==> config.mk <==
export PLATFORM = sky130hd
export DESIGN_NAME = layer_priority_arbiter_flat
export DESIGN_NICKNAME = d
export VERILOG_FILES = /design/src/rtl/layer_arb_pkg.sv /design/src/rtl/layer_priority_arbiter_if.sv /design/src/rtl/prio_slot_select.sv /design/src/rtl/layer_priority_arbiter.sv /design/src/flat_wrapper.sv
export SDC_FILE = /design/constraint.sdc
export NUM_CORES = 1
export LEC_CHECK = 0
export CORE_UTILIZATION = 45
export DETAILED_ROUTE_END_ITERATION = 6
export PLACE_DENSITY = 0.77
export SLEW_MARGIN = 30
export SYNTH_ARGS = -nofsm -noshare
export SYNTH_HDL_FRONTEND = slang
export SYNTH_SLANG_ARGS = --single-unit
==> constraint.sdc <==
create_clock -name clk -period 3.75 [get_ports clk]
set_clock_uncertainty 0.15 [all_clocks]
set_input_delay 0.75 -clock clk [delete_from_list [all_inputs] [get_ports clk]]
set_output_delay 0.75 -clock clk [all_outputs]
set_load 0.05 [all_outputs]
==> src/rtl/layer_arb_pkg.sv <==
// layer_arb_pkg: shared types, constants and default slot table for the layer arbiter
package layer_arb_pkg;
    localparam logic [7:0] TRANSPARENT_RGB = 8'hFF;
    // Slot layer field is sized for the largest supported table (8 layers)
    localparam int MAX_IDX_W = 3;
    typedef struct packed {
        logic                 en;
        logic [MAX_IDX_W-1:0] layer;
    } slot_t;
    typedef enum logic {OPEN, COMMIT} cfg_state_t;
    function automatic slot_t default_slot(input int i);
        return '{en: 1'b1, layer: MAX_IDX_W'(i)};
    endfunction
endpackage

==> src/rtl/layer_priority_arbiter_if.sv <==
// layer_priority_arbiter_if: pixel, config and collision signals of the layer arbiter
interface layer_priority_arbiter_if #(
    parameter int NUM_LAYERS = 4,
    parameter int IDX_W      = $clog2(NUM_LAYERS)
);
    logic [NUM_LAYERS-1:0]   drawingRequest;
    logic [NUM_LAYERS*8-1:0] layerRGB;
    logic [7:0]              backGroundRGB;
    logic                    startOfFrame;
    logic                    cfg_valid;
    logic                    cfg_ready;
    logic [IDX_W-1:0]        cfg_slot;
    logic [IDX_W-1:0]        cfg_layer;
    logic                    cfg_enable;
    logic [7:0]              rgbOut;
    logic [IDX_W-1:0]        winnerLayer;
    logic                    winnerValid;
    logic [NUM_LAYERS-1:0]   collisionOut;
    logic                    collisionValid;
    modport master (
        output drawingRequest, layerRGB, backGroundRGB, startOfFrame,
        output cfg_valid, cfg_slot, cfg_layer, cfg_enable,
        input  cfg_ready, rgbOut, winnerLayer, winnerValid, collisionOut, collisionValid
    );
    modport slave (
        input  drawingRequest, layerRGB, backGroundRGB, startOfFrame,
        input  cfg_valid, cfg_slot, cfg_layer, cfg_enable,
        output cfg_ready, rgbOut, winnerLayer, winnerValid, collisionOut, collisionValid
    );
endinterface

==> src/rtl/prio_slot_select.sv <==
// prio_slot_select: first enabled slot whose layer is opaque wins; lowest slot = highest priority
module prio_slot_select
    import layer_arb_pkg::*;
#(
    parameter int N     = 4,
    parameter int IDX_W = $clog2(N)
) (
    input  slot_t [N-1:0]    slots_i,
    input  logic  [N-1:0]    opaque_i,
    output logic  [IDX_W-1:0] winner_o,
    output logic             valid_o
);
    // Scan from the lowest priority up so the highest-priority match is written last
    always_comb begin
        winner_o = '0;
        valid_o  = 1'b0;
        for (int s = N - 1; s >= 0; s--)
            for (int l = 0; l < N; l++)
                if (slots_i[s].en && slots_i[s].layer == MAX_IDX_W'(l) && opaque_i[l]) begin
                    winner_o = IDX_W'(l);
                    valid_o  = 1'b1;
                end
    end
endmodule

==> src/rtl/layer_priority_arbiter.sv <==
// layer_priority_arbiter: per-pixel layer priority mux with frame-aligned table commits
// and per-frame opaque-overlap reporting.
module layer_priority_arbiter
    import layer_arb_pkg::*;
#(
    parameter int         NUM_LAYERS  = 4,
    parameter logic [7:0] TRANSPARENT = TRANSPARENT_RGB,
    parameter int         IDX_W       = $clog2(NUM_LAYERS)
) (
    input logic clk,
    input logic resetN,
    layer_priority_arbiter_if.slave arb
);
    slot_t [NUM_LAYERS-1:0]      active_q, shadow_q;
    cfg_state_t                  state_q;
    logic                        dirty_q, cfg_ready_q, cfg_acc;
    logic [NUM_LAYERS-1:0]       opaque_d, opaque_q, hit_d, acc_q, coll_q;
    logic [NUM_LAYERS-1:0][7:0]  rgb_q;
    logic [7:0]                  bg_q, rgb_out_q;
    logic [IDX_W-1:0]            win_d, win_q;
    logic                        win_vld_d, win_vld_q, coll_vld_q;

    always_comb begin
        opaque_d = '0;
        for (int i = 0; i < NUM_LAYERS; i++)
            opaque_d[i] = arb.drawingRequest[i] && arb.layerRGB[8*i +: 8] != TRANSPARENT;
    end

    assign hit_d   = ($countones(opaque_q) > 1) ? opaque_q : '0;
    assign cfg_acc = arb.cfg_valid && cfg_ready_q;

    prio_slot_select #(.N(NUM_LAYERS), .IDX_W(IDX_W)) u_sel (
        .slots_i (active_q),
        .opaque_i(opaque_q),
        .winner_o(win_d),
        .valid_o (win_vld_d)
    );

    always_ff @(posedge clk or negedge resetN) begin
        if (!resetN) begin
            opaque_q  <= '0;
            rgb_q     <= '0;
            bg_q      <= '0;
            rgb_out_q <= '0;
            win_q     <= '0;
            win_vld_q <= 1'b0;
        end else begin
            opaque_q  <= opaque_d;
            rgb_q     <= arb.layerRGB;
            bg_q      <= arb.backGroundRGB;
            rgb_out_q <= win_vld_d ? rgb_q[win_d] : bg_q;
            win_q     <= win_d;
            win_vld_q <= win_vld_d;
        end
    end

    always_ff @(posedge clk or negedge resetN) begin
        if (!resetN) begin
            acc_q      <= '0;
            coll_q     <= '0;
            coll_vld_q <= 1'b0;
        end else begin
            acc_q      <= arb.startOfFrame ? '0 : acc_q | hit_d;
            coll_q     <= arb.startOfFrame ? acc_q | hit_d : coll_q;
            coll_vld_q <= arb.startOfFrame;
        end
    end

    // A write landing on the startOfFrame cycle must join this frame's commit
    always_ff @(posedge clk or negedge resetN) begin
        if (!resetN) begin
            state_q     <= OPEN;
            cfg_ready_q <= 1'b1;
            dirty_q     <= 1'b0;
            for (int i = 0; i < NUM_LAYERS; i++) begin
                shadow_q[i] <= default_slot(i);
                active_q[i] <= default_slot(i);
            end
        end else if (state_q == COMMIT) begin
            active_q    <= shadow_q;
            dirty_q     <= 1'b0;
            cfg_ready_q <= 1'b1;
            state_q     <= OPEN;
        end else begin
            if (cfg_acc) begin
                shadow_q[arb.cfg_slot] <= '{en: arb.cfg_enable, layer: MAX_IDX_W'(arb.cfg_layer)};
                dirty_q                <= 1'b1;
            end
            if (arb.startOfFrame && (dirty_q || cfg_acc)) begin
                state_q     <= COMMIT;
                cfg_ready_q <= 1'b0;
            end
        end
    end

    assign arb.cfg_ready      = cfg_ready_q;
    assign arb.rgbOut         = rgb_out_q;
    assign arb.winnerLayer    = win_q;
    assign arb.winnerValid    = win_vld_q;
    assign arb.collisionOut   = coll_q;
    assign arb.collisionValid = coll_vld_q;
endmodule

==> src/flat_wrapper.sv <==
// flat-port wrapper written by rule: the top's interface ports become plain ports
module layer_priority_arbiter_flat import layer_arb_pkg::*;
#(
    parameter int         NUM_LAYERS  = 4,
    parameter logic [7:0] TRANSPARENT = TRANSPARENT_RGB,
    parameter int         IDX_W       = $clog2(NUM_LAYERS)
)
  (clk, resetN, arb_drawingRequest, arb_layerRGB, arb_backGroundRGB, arb_startOfFrame, arb_cfg_valid, arb_cfg_slot, arb_cfg_layer, arb_cfg_enable, arb_cfg_ready, arb_rgbOut, arb_winnerLayer, arb_winnerValid, arb_collisionOut, arb_collisionValid);
  layer_priority_arbiter_if #(.NUM_LAYERS(NUM_LAYERS), .IDX_W(IDX_W)) arb_i ();
  input logic clk;
  input logic resetN;
  input wire logic [$bits(arb_i.drawingRequest)-1:0] arb_drawingRequest;
  input wire logic [$bits(arb_i.layerRGB)-1:0] arb_layerRGB;
  input wire logic [$bits(arb_i.backGroundRGB)-1:0] arb_backGroundRGB;
  input wire logic [$bits(arb_i.startOfFrame)-1:0] arb_startOfFrame;
  input wire logic [$bits(arb_i.cfg_valid)-1:0] arb_cfg_valid;
  input wire logic [$bits(arb_i.cfg_slot)-1:0] arb_cfg_slot;
  input wire logic [$bits(arb_i.cfg_layer)-1:0] arb_cfg_layer;
  input wire logic [$bits(arb_i.cfg_enable)-1:0] arb_cfg_enable;
  output wire logic [$bits(arb_i.cfg_ready)-1:0] arb_cfg_ready;
  output wire logic [$bits(arb_i.rgbOut)-1:0] arb_rgbOut;
  output wire logic [$bits(arb_i.winnerLayer)-1:0] arb_winnerLayer;
  output wire logic [$bits(arb_i.winnerValid)-1:0] arb_winnerValid;
  output wire logic [$bits(arb_i.collisionOut)-1:0] arb_collisionOut;
  output wire logic [$bits(arb_i.collisionValid)-1:0] arb_collisionValid;
  assign arb_i.drawingRequest = arb_drawingRequest;
  assign arb_i.layerRGB = arb_layerRGB;
  assign arb_i.backGroundRGB = arb_backGroundRGB;
  assign arb_i.startOfFrame = arb_startOfFrame;
  assign arb_i.cfg_valid = arb_cfg_valid;
  assign arb_i.cfg_slot = arb_cfg_slot;
  assign arb_i.cfg_layer = arb_cfg_layer;
  assign arb_i.cfg_enable = arb_cfg_enable;
  assign arb_cfg_ready = arb_i.cfg_ready;
  assign arb_rgbOut = arb_i.rgbOut;
  assign arb_winnerLayer = arb_i.winnerLayer;
  assign arb_winnerValid = arb_i.winnerValid;
  assign arb_collisionOut = arb_i.collisionOut;
  assign arb_collisionValid = arb_i.collisionValid;
  layer_priority_arbiter #(.NUM_LAYERS(NUM_LAYERS), .TRANSPARENT(TRANSPARENT), .IDX_W(IDX_W)) u_core (.clk(clk), .resetN(resetN), .arb(arb_i));
endmodule
# Word level (Yosys, flattened, before mapping)
# Index checks and enable logic that the tools add are counted.
# word_totals
inputBits	53
output_inout_bits	17
register_bits	99
elab_cells	148
# op_classes
n_bitwise	2
n_addsub	3
n_lt_le_gt_ge	4
reduce_logical	47
n_mux	45
eq_ne	16
# ops
op	n
$logic_and 1x1->1	39
$add 32x32->32	1
$gt 32x2->1 const B	1
$ne 8x8->1 const B	4
$mux 2	14
$eq 3x2->1 const B	8
$mux 1	23
$bmux 8 s2	1
$bwmux 16	1
$mux 8	2
$eq 3x1->1 const B	4
$logic_not 3->1	4
$mux 4	3
$demux 4 s2	1
$lt 2x3->1 const B	2
$add 1x1->2	2
$or 4x4->4	1
$reduce_bool 2->1	2
$ge 2x1->1 const B	1
$reduce_and 2->1	1
$logic_or 1x1->1	1
$not 1->1	1

# Longest topological paths before layout
# logic_depth
ltp_word	21
depth_mapped	8

# Cells and area by module
# Synthesis repeated with hierarchy kept, for this count alone.
# unflattened
cells_unflattened	255
hier_area_um2	3568.4
# modules_own_cells
module	cells_each	area_per_inst_um2	instances
layer_priority_arbiter	206	3179.3	1
prio_slot_select	49	389.1	1

# Worst setup path after synthesis
# OpenSTA, ideal clock, no wires.
# synth_timing
path_type	flip-flop to flip-flop
start	reg u_core.active_q[4] (netlist bit)
end	reg u_core.rgb_out_q[0] (netlist: u_core.arb.rgbOut[0])
synth_period_minus_slack_ps	2122
stages_incl_launch_ff	7
path_slack_ps	1628
arrival_time_ps	1868
path_cell_list	dfstp_2 > mux2_2 > a32oi_1 > nand4_2 > nor2b_1 > clkbuf_2 > a221oi_1
# synth_via
word_cells_on_any_way	31
classes_between	eq/ne (3); mux (19); reduce/logical (9)
# synth_rtl
item	line	text
from (decl)	layer_priority_arbiter.sv:14	slot_t [NUM_LAYERS-1:0] active_q, shadow_q;
from (signal, indexed assignment)	layer_priority_arbiter.sv:77	active_q[i] <= default_slot(i);
from (signal assigned)	layer_priority_arbiter.sv:80	active_q <= shadow_q;
$logic_not 3->1	prio_slot_select.sv:19	if (slots_i[s].en && slots_i[s].layer == MAX_IDX_W'(l) && opaque_i[l]) begin
$logic_and 1x1->1 (2 in series)	prio_slot_select.sv:19	
$mux 1 (3 in series)	prio_slot_select.sv:19	
$mux 1 (*) (5 in series)	prio_slot_select.sv:19	
named net u_core.u_sel.valid_o	prio_slot_select.sv:11	output logic valid_o
$mux 8 (*)	layer_priority_arbiter.sv:51	rgb_out_q <= win_vld_d ? rgb_q[win_d] : bg_q;
to (signal assigned)	layer_priority_arbiter.sv:51	
to (decl)	layer_priority_arbiter.sv:19	logic [7:0] bg_q, rgb_out_q;
# Mark *: on every way through the listed nets, which the timed path passes. The rest lies on a longest branch. The select of a mux whose other input is x is not followed.
# A chain may end at the register's enable or synchronous reset.

# Worst setup path after layout
# layout_timing
start	reg u_core.active_q[13] (netlist bit)
end	reg u_core.rgb_out_q[3] (netlist: u_core.arb.rgbOut[3])
# layout_via
elab_chain_len	21
word_cells_on_any_way	46
classes_between	eq/ne (3); mux (34); reduce/logical (9)
# layout_rtl
item	line	text
$eq 3x1->1	prio_slot_select.sv:19	
$logic_and 1x1->1 (2 in series)	prio_slot_select.sv:19	
$mux 1	prio_slot_select.sv:19	
$mux 2	prio_slot_select.sv:19	
$mux 2 (*) (13 in series)	prio_slot_select.sv:19	
named net u_core.u_sel.winner_o[0]	prio_slot_select.sv:10	output logic [IDX_W-1:0] winner_o,
$bmux 8 s2 (*)	layer_priority_arbiter.sv:51	
$mux 8 (implied by the code) (*)	layer_priority_arbiter.sv:51	
$mux 8 (*)	layer_priority_arbiter.sv:51	
# Marks and branches as above.

==> flow_summary.ini <==
[final_layout]
finalNetCount = 395
fin_cells = 446
drive_above_1_share = 0.201
final_area_um2 = 4560
antennaDiodeCount = 0
areaGrowthSynthToFinish_pct = 27.4

[grt]
grt_pass1_wl_um = 12100
grt_use_total = 0.194
grt_pass1_vias = 2376
antenna_found_initial = 0
grt.overflow.total = 0
grt_max_degree = 92

[timing]
worstMarginPinSlew_ns = 0.846
hold_ws_ns = 0.296
fmax_mhz = 380
fin_ws_ns = 1.12
setup_tns_ns = 0
rsz0062_at_grt = no
fin_crit_ns = 2.63
final_max_slew_viol_count = 0
maxSlewHeadroom = 0.436
hold_viol = 0
period_share = 0.702
final-setup-viol-count = 0

[synthesis]
synthCells = 266
yosysWarningCount = 0
syn_avg_cell_area_um2 = 13.4
synth_cell_type_count = 41
synth_area_um2 = 3580
ys.flop_type = dfrtp_1
ys_seq_area_frac = 0.643
ys_seq_elements = 91
syn_nets = 322
async_reset_ff_frac = 1.00
synth-edff-count = 0

[floorplanning]
dieArea_um2 = 8310
die_x_um = 91.2
rows = 32
initial_core_util = 0.463
coreArea_um2 = 7730
io_pins = 70
fp.dieH_um = 91.2

[power_and_ir_drop]
power_per_cell_area_nw_per_um2 = 755
peakVddDrop_v = 0.000275
p_leak_uw = 0.00190

[route]
drt_iter0_drc = 103
wl_per_cell_um = 16.7
drtPass1Iterations = 6
vias = 2345
routed_wl_um = 7470
drc = 1
ant_nets = 0
viasPerCell = 5.26

[placement]
placed_cell_area_um2 = 4350
place_ws_ns = 1.11
dp_cells = 430
dp_hpwl_um = 5290
gp_congestion = 0.874
port_buffers = 69

[worst_setup_path]
critPathMaxFanout = 16
end_kind = register
critical_path_class = reg -> reg
critical_path_arrival_ns = 2.69
start_kind = register
worstPathRequired_ns = 3.81

[clocking]
numCtsBuffers = 9
cts_setup_buffers = 0
clkSinkCount = 91
cts_resized = 0
clk_path_buf_depth = 2
ctsHoldBuffers = 0
path_clk_slew_ns = 0.09
cts_root_buf = clkbuf_8
tritoncts = done
htree_levels = 3
clock_latency_ns = 0.35

[worst_hold_path]
hold_class = in -> async

[run_status]
outcome = complete, but fails checks
violations = DRC

[job]
cap_violations = 0
## placed cells by master, fill, tap and decap left out, types with 2 or more instances in the layout
| master | count |
|---|---|
| a31oi_1 | 3 |
| ha_1 | 2 |
| o21a_1 | 4 |
| nand2_1 | 23 |
| a221oi_1 | 4 |
| mux2_2 | 25 |
| inv_1 | 6 |
| inv_6 | 2 |
| clkdlybuf4s50_1 | 68 |
| mux2i_1 | 17 |
| nor2b_1 | 2 |
| nand4_1 | 8 |
| dfrtp_1 | 74 |
| o21ai_0 | 5 |
| a21oi_1 | 10 |
| clkbuf_8 | 10 |
| clkinvlp_4 | 2 |
| dfstp_2 | 17 |
| a32oi_1 | 2 |
| a21boi_0 | 7 |
| nor2_1 | 27 |
| a221oi_2 | 3 |
## cells in the mapped netlist, drive strengths merged, types with 2 or more instances
| library cell | number | area [µm²] |
|---|---|---|
| dfrtp | 74 | 1850 |
| nor2 | 27 | 101 |
| mux2 | 26 | 297 |
| nand2 | 24 | 92.6 |
| dfstp | 17 | 447 |
| mux2i | 17 | 170 |
| a21oi | 10 | 50.1 |
| nand4 | 9 | 62.6 |
| a21boi | 7 | 52.6 |
| a221oi | 7 | 80.1 |
| inv | 7 | 26.3 |
| o21ai | 5 | 25.0 |
| clkbuf | 4 | 16.3 |
| o21a | 4 | 30.0 |
| a31oi | 3 | 18.8 |
| buf | 3 | 33.8 |
| a311oi | 2 | 35.0 |
| a32oi | 2 | 17.5 |
| ha | 2 | 25.0 |
| nor2b | 2 | 12.5 |
## cell families after synthesis
group / after synthesis / share of synthesized area
flops: 91 / 0.643
simple gates: 70 / 0.0899
compound gates: 45 / 0.103
mux: 43 / 0.130
buf+inv: 14 / 0.0213
fa+ha+maj: 3 / 0.0126
## metrics by stage
stage	total power (µW)	utilization
finish	3440	0.590
global route	3630	0.590
CTS	3460	0.590
detailed placement	2780	0.563
global placement	2730	0.562
floorplan	2380	-
## path summary, 6_finish.rpt
kind | startpoint | endpoint | slack [ns] | depth (start not counted)
worst max-delay path | u_core.active_q[13] | u_core.arb.rgbOut[3] | 1.12 | 6
worst min-delay path | resetN | u_core.bg_q[0] | 0.30 | 1
worst max register to register | u_core.active_q[13] | u_core.arb.rgbOut[3] | 1.12 | 6
worst min register to register | u_core.acc_q[1] | u_core.acc_q[1] | 0.34 | 2
max in group asynchronous | resetN | u_core.active_q[5] | 2.63 | 1
min in group clk | u_core.acc_q[1] | u_core.acc_q[1] | 0.34 | 2
## layer usage
metal / track usage / part of all wire / vias to the layer above
li1: - / - / 1096
met1: 0.258 / 0.46 / 1187
met2: 0.307 / 0.49 / 47
met3: 0.0310 / 0.024 / 15
met4: 0.101 / 0.028 / 0
met5: 0 / 0 / -
## cell type report
type	instances	area (µm²)
Fill cell	621	3170
Clock buffer	10	138
Tap cell	102	128
Clock inverter	6	71.3
Timing Repair Buffer	69	692
Multi-Input combinational cell	161	1200
Sequential cell	91	2300
Inverter	7	26.3
## critical path, cell delays in order, from the launching register on
cell and delay [ns]:
dfstp_2 0.55, mux2i_1 0.29, a311oi_4 0.09, o32ai_4 0.78, inv_2 0.19, a21boi_0 0.33
a221oi_2 0.11
## sequential cells by signal, indices dropped and copies added, names as in the netlist, 2 cells and up
signal                   cells
u_core.shadow_q             12
u_core.arb.winnerLayer       2
u_core.opaque_q              4
u_core.rgb_q                32
u_core.bg_q                  8
u_core.arb.rgbOut            8
u_core.active_q             12
u_core.acc_q                 4
u_core.arb.collisionOut      4
## report_power, final
part	leakage (µW)	internal [µW]	switching, µW	total [µW]
Sequential	0.00105	1290	193	1480
Combinational	0.000748	549	733	1280
Clock	0.0000995	332	349	681
Note: power is estimated with default switching activity, not from simulation.
